===== config.mk =====
export PLATFORM = sky130hd
export DESIGN_NAME = axil_sdram_arb
export DESIGN_NICKNAME = d
export VERILOG_FILES = /design/src/rtl/axil_sdram_arb.sv
export SDC_FILE = /design/constraint.sdc
export NUM_CORES = 1
export LEC_CHECK = 0
export ABC_AREA = 1
export BUFFER_PORTS_ARGS = -buffer_cell sky130_fd_sc_hd__buf_2
export CAP_MARGIN = 25
export CORE_AREA = 2 2 150 152
export CTS_BUF_LIST = sky130_fd_sc_hd__clkbuf_8
export CTS_CLUSTER_DIAMETER = 60
export CTS_CLUSTER_SIZE = 10
export DETAILED_ROUTE_END_ITERATION = 10
export DIE_AREA = 0 0 152 154
export GPL_ROUTABILITY_DRIVEN = 1
export HOLD_SLACK_MARGIN = 0.02
export PLACE_DENSITY_LB_ADDON = 0.25
export SYNTH_ARGS = -nofsm -noshare
export SYNTH_HDL_FRONTEND = slang
export SYNTH_SLANG_ARGS = --single-unit

===== constraint.sdc =====
create_clock -name clk -period 2.7 [get_ports clk]
set_input_delay 0.135 -clock clk [delete_from_list [all_inputs] [get_ports clk]]
set_output_delay 0.135 -clock clk [all_outputs]
set_load 0.02 [all_outputs]

===== src/rtl/axil_sdram_arb.sv =====
// Round-robin arbiter funnelling NPORTS AXI-lite slave ports onto one SDRAM request channel.
// Reads complete in order; a tag FIFO steers each returned word back to the issuing port.
module axil_sdram_arb #(
  parameter int unsigned NPORTS       = 2,
  parameter int unsigned ADDR_WIDTH   = 32,
  parameter int unsigned DATA_WIDTH   = 32,
  parameter int unsigned SDADDR_WIDTH = 24,
  parameter int unsigned MAX_RD       = 4
) (
  input  logic                           clk,
  input  logic                           rst_n,
  input  logic [NPORTS*ADDR_WIDTH-1:0]   s_awaddr,
  input  logic [NPORTS-1:0]              s_awvalid,
  output logic [NPORTS-1:0]              s_awready,
  input  logic [NPORTS*DATA_WIDTH-1:0]   s_wdata,
  input  logic [NPORTS*DATA_WIDTH/8-1:0] s_wstrb,
  input  logic [NPORTS-1:0]              s_wvalid,
  output logic [NPORTS-1:0]              s_wready,
  output logic [NPORTS*2-1:0]            s_bresp,
  output logic [NPORTS-1:0]              s_bvalid,
  input  logic [NPORTS-1:0]              s_bready,
  input  logic [NPORTS*ADDR_WIDTH-1:0]   s_araddr,
  input  logic [NPORTS-1:0]              s_arvalid,
  output logic [NPORTS-1:0]              s_arready,
  output logic [NPORTS*DATA_WIDTH-1:0]   s_rdata,
  output logic [NPORTS*2-1:0]            s_rresp,
  output logic [NPORTS-1:0]              s_rvalid,
  input  logic [NPORTS-1:0]              s_rready,
  output logic                           req_valid,
  input  logic                           req_ready,
  output logic                           req_we,
  output logic [SDADDR_WIDTH-1:0]        req_addr,
  output logic [DATA_WIDTH-1:0]          req_wdata,
  output logic [DATA_WIDTH/8-1:0]        req_wmask,
  input  logic                           rsp_valid,
  input  logic [DATA_WIDTH-1:0]          rsp_rdata,
  output logic                           err_unexp
);

  localparam int unsigned SW = DATA_WIDTH / 8;
  localparam int unsigned PW = (NPORTS > 1) ? $clog2(NPORTS) : 1;
  localparam int unsigned TW = $clog2(MAX_RD);
  localparam int unsigned CW = TW + 1;

  logic [NPORTS-1:0]            r_bvalid, r_rvalid, r_rd_pend, r_pref_rd;
  logic [NPORTS*2-1:0]          r_bresp, r_rresp;
  logic [NPORTS*DATA_WIDTH-1:0] r_rdata;
  logic [PW-1:0]                r_ptr;
  logic                         r_req_valid, r_req_we;
  logic [SDADDR_WIDTH-1:0]      r_req_addr;
  logic [DATA_WIDTH-1:0]        r_req_wdata;
  logic [SW-1:0]                r_req_wmask;
  logic [PW-1:0]                r_tags [MAX_RD];
  logic [TW-1:0]                r_wp, r_rp;
  logic [CW-1:0]                r_cnt;
  logic                         r_err;

  logic [NPORTS-1:0]     w_busy, w_elig_w, w_elig_r;
  logic                  w_slot_free, w_gnt, w_gnt_we, w_gnt_oor;
  logic [PW-1:0]         w_gnt_idx, w_j;
  logic [ADDR_WIDTH-1:0] w_gnt_addr;
  logic [DATA_WIDTH-1:0] w_gnt_wdata;
  logic [SW-1:0]         w_gnt_wstrb;
  logic                  w_push, w_pop;
  logic [PW-1:0]         w_pop_tag;

  // Gating the slot with rst_n keeps every ready low while reset is held.
  assign w_slot_free = rst_n & (~r_req_valid | req_ready);

  always_comb begin
    for (int p = 0; p < int'(NPORTS); p++) begin
      w_busy[p]   = r_bvalid[p] | r_rvalid[p] | r_rd_pend[p];
      w_elig_w[p] = s_awvalid[p] & s_wvalid[p] & ~w_busy[p];
      w_elig_r[p] = s_arvalid[p] & ~w_busy[p] & (r_cnt < CW'(MAX_RD));
    end
  end

  // Scan from the pointer; iterating downward lets the nearest eligible port win.
  always_comb begin
    int j;
    j         = 0;
    w_j       = '0;
    w_gnt     = 1'b0;
    w_gnt_idx = '0;
    for (int i = int'(NPORTS) - 1; i >= 0; i--) begin
      j = int'(r_ptr) + i;
      if (j >= int'(NPORTS)) j = j - int'(NPORTS);
      w_j = PW'(j);
      if (w_slot_free && (w_elig_w[w_j] || w_elig_r[w_j])) begin
        w_gnt     = 1'b1;
        w_gnt_idx = w_j;
      end
    end
  end

  assign w_gnt_we = w_elig_w[w_gnt_idx] & (~w_elig_r[w_gnt_idx] | ~r_pref_rd[w_gnt_idx]);

  always_comb begin
    w_gnt_addr  = '0;
    w_gnt_wdata = '0;
    w_gnt_wstrb = '0;
    for (int p = 0; p < int'(NPORTS); p++) begin
      s_awready[p] = w_gnt & w_gnt_we & (w_gnt_idx == PW'(p));
      s_wready[p]  = w_gnt & w_gnt_we & (w_gnt_idx == PW'(p));
      s_arready[p] = w_gnt & ~w_gnt_we & (w_gnt_idx == PW'(p));
      if (w_gnt_idx == PW'(p)) begin
        w_gnt_addr  = w_gnt_we ? s_awaddr[p*ADDR_WIDTH +: ADDR_WIDTH]
                               : s_araddr[p*ADDR_WIDTH +: ADDR_WIDTH];
        w_gnt_wdata = s_wdata[p*DATA_WIDTH +: DATA_WIDTH];
        w_gnt_wstrb = s_wstrb[p*SW +: SW];
      end
    end
  end

  assign w_gnt_oor = (w_gnt_addr >> (SDADDR_WIDTH + 2)) != '0;
  assign w_push    = w_gnt & ~w_gnt_we & ~w_gnt_oor;
  assign w_pop     = rsp_valid & (r_cnt != '0);
  assign w_pop_tag = r_tags[r_rp];

  always_ff @(posedge clk) begin
    if (w_push) r_tags[r_wp] <= w_gnt_idx;
  end

  always_ff @(posedge clk or negedge rst_n) begin
    if (!rst_n) begin
      r_bvalid    <= '0;
      r_rvalid    <= '0;
      r_rd_pend   <= '0;
      r_pref_rd   <= '0;
      r_bresp     <= '0;
      r_rresp     <= '0;
      r_rdata     <= '0;
      r_ptr       <= '0;
      r_req_valid <= 1'b0;
      r_req_we    <= 1'b0;
      r_req_addr  <= '0;
      r_req_wdata <= '0;
      r_req_wmask <= '0;
      r_wp        <= '0;
      r_rp        <= '0;
      r_cnt       <= '0;
      r_err       <= 1'b0;
    end else begin
      if (w_gnt) begin
        r_ptr <= (w_gnt_idx == PW'(NPORTS - 1)) ? '0 : w_gnt_idx + 1'b1;
        r_pref_rd[w_gnt_idx] <= w_gnt_we;
      end

      if (w_gnt && !w_gnt_oor) begin
        r_req_valid <= 1'b1;
        r_req_we    <= w_gnt_we;
        r_req_addr  <= SDADDR_WIDTH'(w_gnt_addr >> 2);
        r_req_wdata <= w_gnt_we ? w_gnt_wdata : '0;
        r_req_wmask <= w_gnt_we ? w_gnt_wstrb : '0;
      end else if (req_ready) begin
        r_req_valid <= 1'b0;
      end

      for (int p = 0; p < int'(NPORTS); p++) begin
        if (r_bvalid[p] && s_bready[p]) r_bvalid[p] <= 1'b0;
        if (r_rvalid[p] && s_rready[p]) r_rvalid[p] <= 1'b0;
        if (w_gnt && (w_gnt_idx == PW'(p))) begin
          if (w_gnt_we) begin
            r_bvalid[p]        <= 1'b1;
            r_bresp[2*p +: 2]  <= w_gnt_oor ? 2'b10 : 2'b00;
          end else if (w_gnt_oor) begin
            r_rvalid[p]                     <= 1'b1;
            r_rresp[2*p +: 2]               <= 2'b10;
            r_rdata[p*DATA_WIDTH +: DATA_WIDTH] <= '0;
          end else begin
            r_rd_pend[p] <= 1'b1;
          end
        end
        if (w_pop && (w_pop_tag == PW'(p))) begin
          r_rd_pend[p]                        <= 1'b0;
          r_rvalid[p]                         <= 1'b1;
          r_rresp[2*p +: 2]                   <= 2'b00;
          r_rdata[p*DATA_WIDTH +: DATA_WIDTH] <= rsp_rdata;
        end
      end

      if (w_push) r_wp <= r_wp + 1'b1;
      if (w_pop)  r_rp <= r_rp + 1'b1;
      case ({w_push, w_pop})
        2'b10:   r_cnt <= r_cnt + 1'b1;
        2'b01:   r_cnt <= r_cnt - 1'b1;
        default: r_cnt <= r_cnt;
      endcase

      if (rsp_valid && (r_cnt == '0)) r_err <= 1'b1;
    end
  end

  assign s_bvalid  = r_bvalid;
  assign s_bresp   = r_bresp;
  assign s_rvalid  = r_rvalid;
  assign s_rresp   = r_rresp;
  assign s_rdata   = r_rdata;
  assign req_valid = r_req_valid;
  assign req_we    = r_req_we;
  assign req_addr  = r_req_addr;
  assign req_wdata = r_req_wdata;
  assign req_wmask = r_req_wmask;
  assign err_unexp = r_err;

endmodule


==> results_dict.tcl <==
set metrics [dict create \
    finalClockSkew_ns 0.01994 \
    firstDrtPassIters 5 \
    cts_tree "built" \
    synth.ff_latch_count 151 \
    numCtsBuffers 17 \
    critPathSlowestCell "dlygate4sd3_1" \
    cpLargestDelayFamily "buffers and inverters" \
    clock-sinks 151 \
    irDropWorstVdd_mv 0.5440 \
    vias 8326 \
    cts-htree-levels 4 \
    hold_viol_final 0 \
    seq_area_um2 3799 \
    multi_input_area_um2 3283 \
    hpwlAfterDp_mm 18.14 \
    initial_core_util_pct 35.07 \
    hold_class "primary input to register" \
    grt_pass1_wl_mm 42.34 \
    port_buffers 378 \
    die-area_um2 23410 \
    power_density_nw_per_um2 942.8 \
    required_ns 3.05 \
    setup_tns_ns 0 \
    crit_arrival_ns 2.84 \
    slew_violations 0 \
    syn_area_um2 7606 \
    crit_type "register to register" \
    yosysUniqueCellTypes 37 \
    whs_ns 0.03993 \
    fin_crit_sh_pct 92.12 \
    tightest_slew_ns 0.6101 \
    fmax_mhz 402.0 \
    drc 0 \
    ant_nets 0 \
    finalCriticalPeriod_ns 2.487 \
    syn_to_final_growth_pct 46.93 \
    core_um2 21690 \
    cellLeakagePower_nw 6.388 \
    die_x_um 152 \
    antenna_found_initial 2 \
    syn_avg_cell_area_um2 7.472 \
    setup_violations 0 \
    track_usage_pct 22.30 \
    drtIter0Drc 456 \
    clockRootBuffer "clkbuf_8" \
    wl_per_cell_um 14.67 \
    rsz0062_at_grt "false" \
    start_kind "register" \
    synth_seq_area_share_pct 49.94 \
    ios 391 \
    drive_gt1_share_pct 30.93 \
    rows 54 \
    ys_warn_count 0 \
    viasPerCell 4.715 \
    cp.buffers_inverters 3 \
    final_nets 1723 \
    status "finished, final reports clean" \
    power_mw 10.54 \
    setup_ws_ns 0.2127 \
    clock_insertion_delay_worst_skew_ns 0.46 \
    grt_max_degree 83 \
    crit_path_end_kind "register" \
    die_y_um 154 \
    max-slew-margin-rel_pct 59.27 \
    grt_pass1_vias 8408 \
    maxCapViolCount 0 \
    clock_path_buffers 2 \
    cp_cell_sequence "nor2_4, nand3_1, nor2_2, nand3_2, buf_4, nand2_4, buf_8, nand2_1, nand3_1, nand3_1, dlygate4sd3_1, nand2_1, nand2_1" \
    fillers 2188 \
    routabilityCongestion 0.9033 \
    path_max_fanout 38 \
    slowest_delay_ns 0.56 \
    grt_remaining_overflow 0 \
    wirelength_mm 25.90 \
    clk_pin_slew_worst_paths_ns 0.10 \
    synthCells 1018 \
    pre_cts_slack_ns 0.2096 \
]
## worst reg2reg max path, cell delays in order, from the launching register on
cell and delay, ns:
dfrtp_1 0.43, nor2_4 0.14, nand3_1 0.10, nor2_2 0.13, nand3_2 0.10, buf_4 0.17
nand2_4 0.09, buf_8 0.24, nand2_1 0.11, nand3_1 0.11, nand3_1 0.07, dlygate4sd3_1 0.56
nand2_1 0.07, nand2_1 0.05
## placed cells by master, fill, tap and decap left out, drive strengths merged, types with 2 or more instances in the layout
| cell type | instances |
|---|---|
| conb | 4 |
| clkinv | 8 |
| nand3 | 100 |
| nand3b | 11 |
| clkbuf | 17 |
| buf | 406 |
| dlygate4sd3 | 85 |
| a21oi | 20 |
| nor2 | 54 |
| inv | 73 |
| nor3 | 3 |
| nand4 | 3 |
| ha | 5 |
| xor2 | 2 |
| nand2 | 473 |
| edfxtp | 4 |
| o21ai | 60 |
| dfrtp | 147 |
| diode | 2 |
| o211ai | 2 |
## routing by layer
| metal | up-vias | global-route usage, % | part of all wire (%) |
|---|---|---|---|
| met5 | - | 0 | 0 |
| met4 | 0 | 10.01 | 3.8 |
| met3 | 72 | 5.975 | 6.2 |
| met2 | 303 | 38.61 | 50 |
| met1 | 3873 | 25.94 | 40 |
| li1 | 4078 | - | - |
## where the power goes
part	leakage (nW)	internal, mW	switching, mW	total, mW
Combinational	4.23	1.79	3.30	5.09
Sequential	1.94	3.14	0.469	3.61
Clock	0.215	0.799	1.04	1.84
## final timing paths
check                      cells past startpoint             startpoint  slack [ns]                       end
max                                           13  s_rvalid[1]$_DFF_PN0_        0.21  req_addr[18]$_DFFE_PN0P_
min                                            5             s_wdata[3]        0.04  req_wdata[3]$_DFFE_PN0P_
max reg2reg                                   13  s_rvalid[1]$_DFF_PN0_        0.21  req_addr[18]$_DFFE_PN0P_
min reg2reg                                    1  err_unexp$_DFFE_PN0P_        0.47     err_unexp$_DFFE_PN0P_
max in group asynchronous                      4                  rst_n        1.76  r_rd_pend[1]$_DFFE_PN0P_
min in group asynchronous                      2                  rst_n        0.06  req_wdata[0]$_DFFE_PN0P_
## sequential cells by signal, indices dropped and copies added (netlist names), 2 cells and up
register	flops
s_rdata	64
r_wp	2
r_cnt	3
r_rp	2
r_pref_rd	2
s_bresp	2
r_tags	4
s_rvalid	2
req_wdata	32
req_addr	24
req_wmask	4
r_rd_pend	2
s_rresp	2
s_bvalid	2
## cells by family after synthesis
group | Yosys count | share of synthesized area [%]
AND/OR/NAND/NOR | 644 | 35.17
flip-flops | 151 | 49.94
buffers and inverters | 127 | 7.402
AO/OA/AOI/OAI | 86 | 6.004
adder cells (fa/ha/maj) | 6 | 1.086
XOR/XNOR | 3 | 0.3455
other | 1 | 0.04930
## layout make-up
class | count | share of cell area, %
Sequential cell | 151 | 33.99
Timing Repair Buffer | 491 | 27.34
Tap cell | 280 | 3.135
Multi-Input combinational cell | 743 | 29.38
Clock buffer | 17 | 2.094
Clock inverter | 15 | 1.769
Antenna cell | 2 | 0.04478
Inverter | 67 | 2.250
## synth_stat cells, drive strengths merged
| master | instances | area share [%] |
|---|---|---|
| xnor2 | 1 | 0.12 |
| nand4 | 3 | 0.44 |
| nand2 | 473 | 24 |
| o21a | 1 | 0.099 |
| clkbuf | 24 | 1.2 |
| clkinv | 1 | 0.049 |
| nand3 | 100 | 7.0 |
| a21oi | 20 | 1.3 |
| ha | 5 | 0.82 |
| conb | 1 | 0.049 |
| o21ai | 60 | 4.0 |
| nor2 | 54 | 2.9 |
| nor3 | 3 | 0.20 |
| buf | 36 | 2.9 |
| fa | 1 | 0.26 |
| a21boi | 1 | 0.15 |
| a32o | 1 | 0.13 |
| a31o | 1 | 0.12 |
| edfxtp | 4 | 1.6 |
| nand3b | 11 | 1.1 |
| dfrtp | 147 | 48 |
| xor2 | 2 | 0.23 |
| o211ai | 2 | 0.20 |
| inv | 66 | 3.3 |
## stage by stage
stage                     instance area [um^2]  instances  util (%)
after floorplan                           7617       1021         -
after global placement                    9769       1643     45.04
final                                    11180       1766     51.53
after detailed placement                  9797       1644     45.17
after global routing                     11180       1766     51.53
after CTS                                11080       1761     51.10
## timing repair
action,4_1_cts,5_1_grt
endpoints found under the setup margin,2,20
cloned,0,0
resized for setup,1,9
hold buffers,85,0
endpoints found under the hold margin,241,0
buffers inserted,0,1
Power figures use the tool's default switching activity.
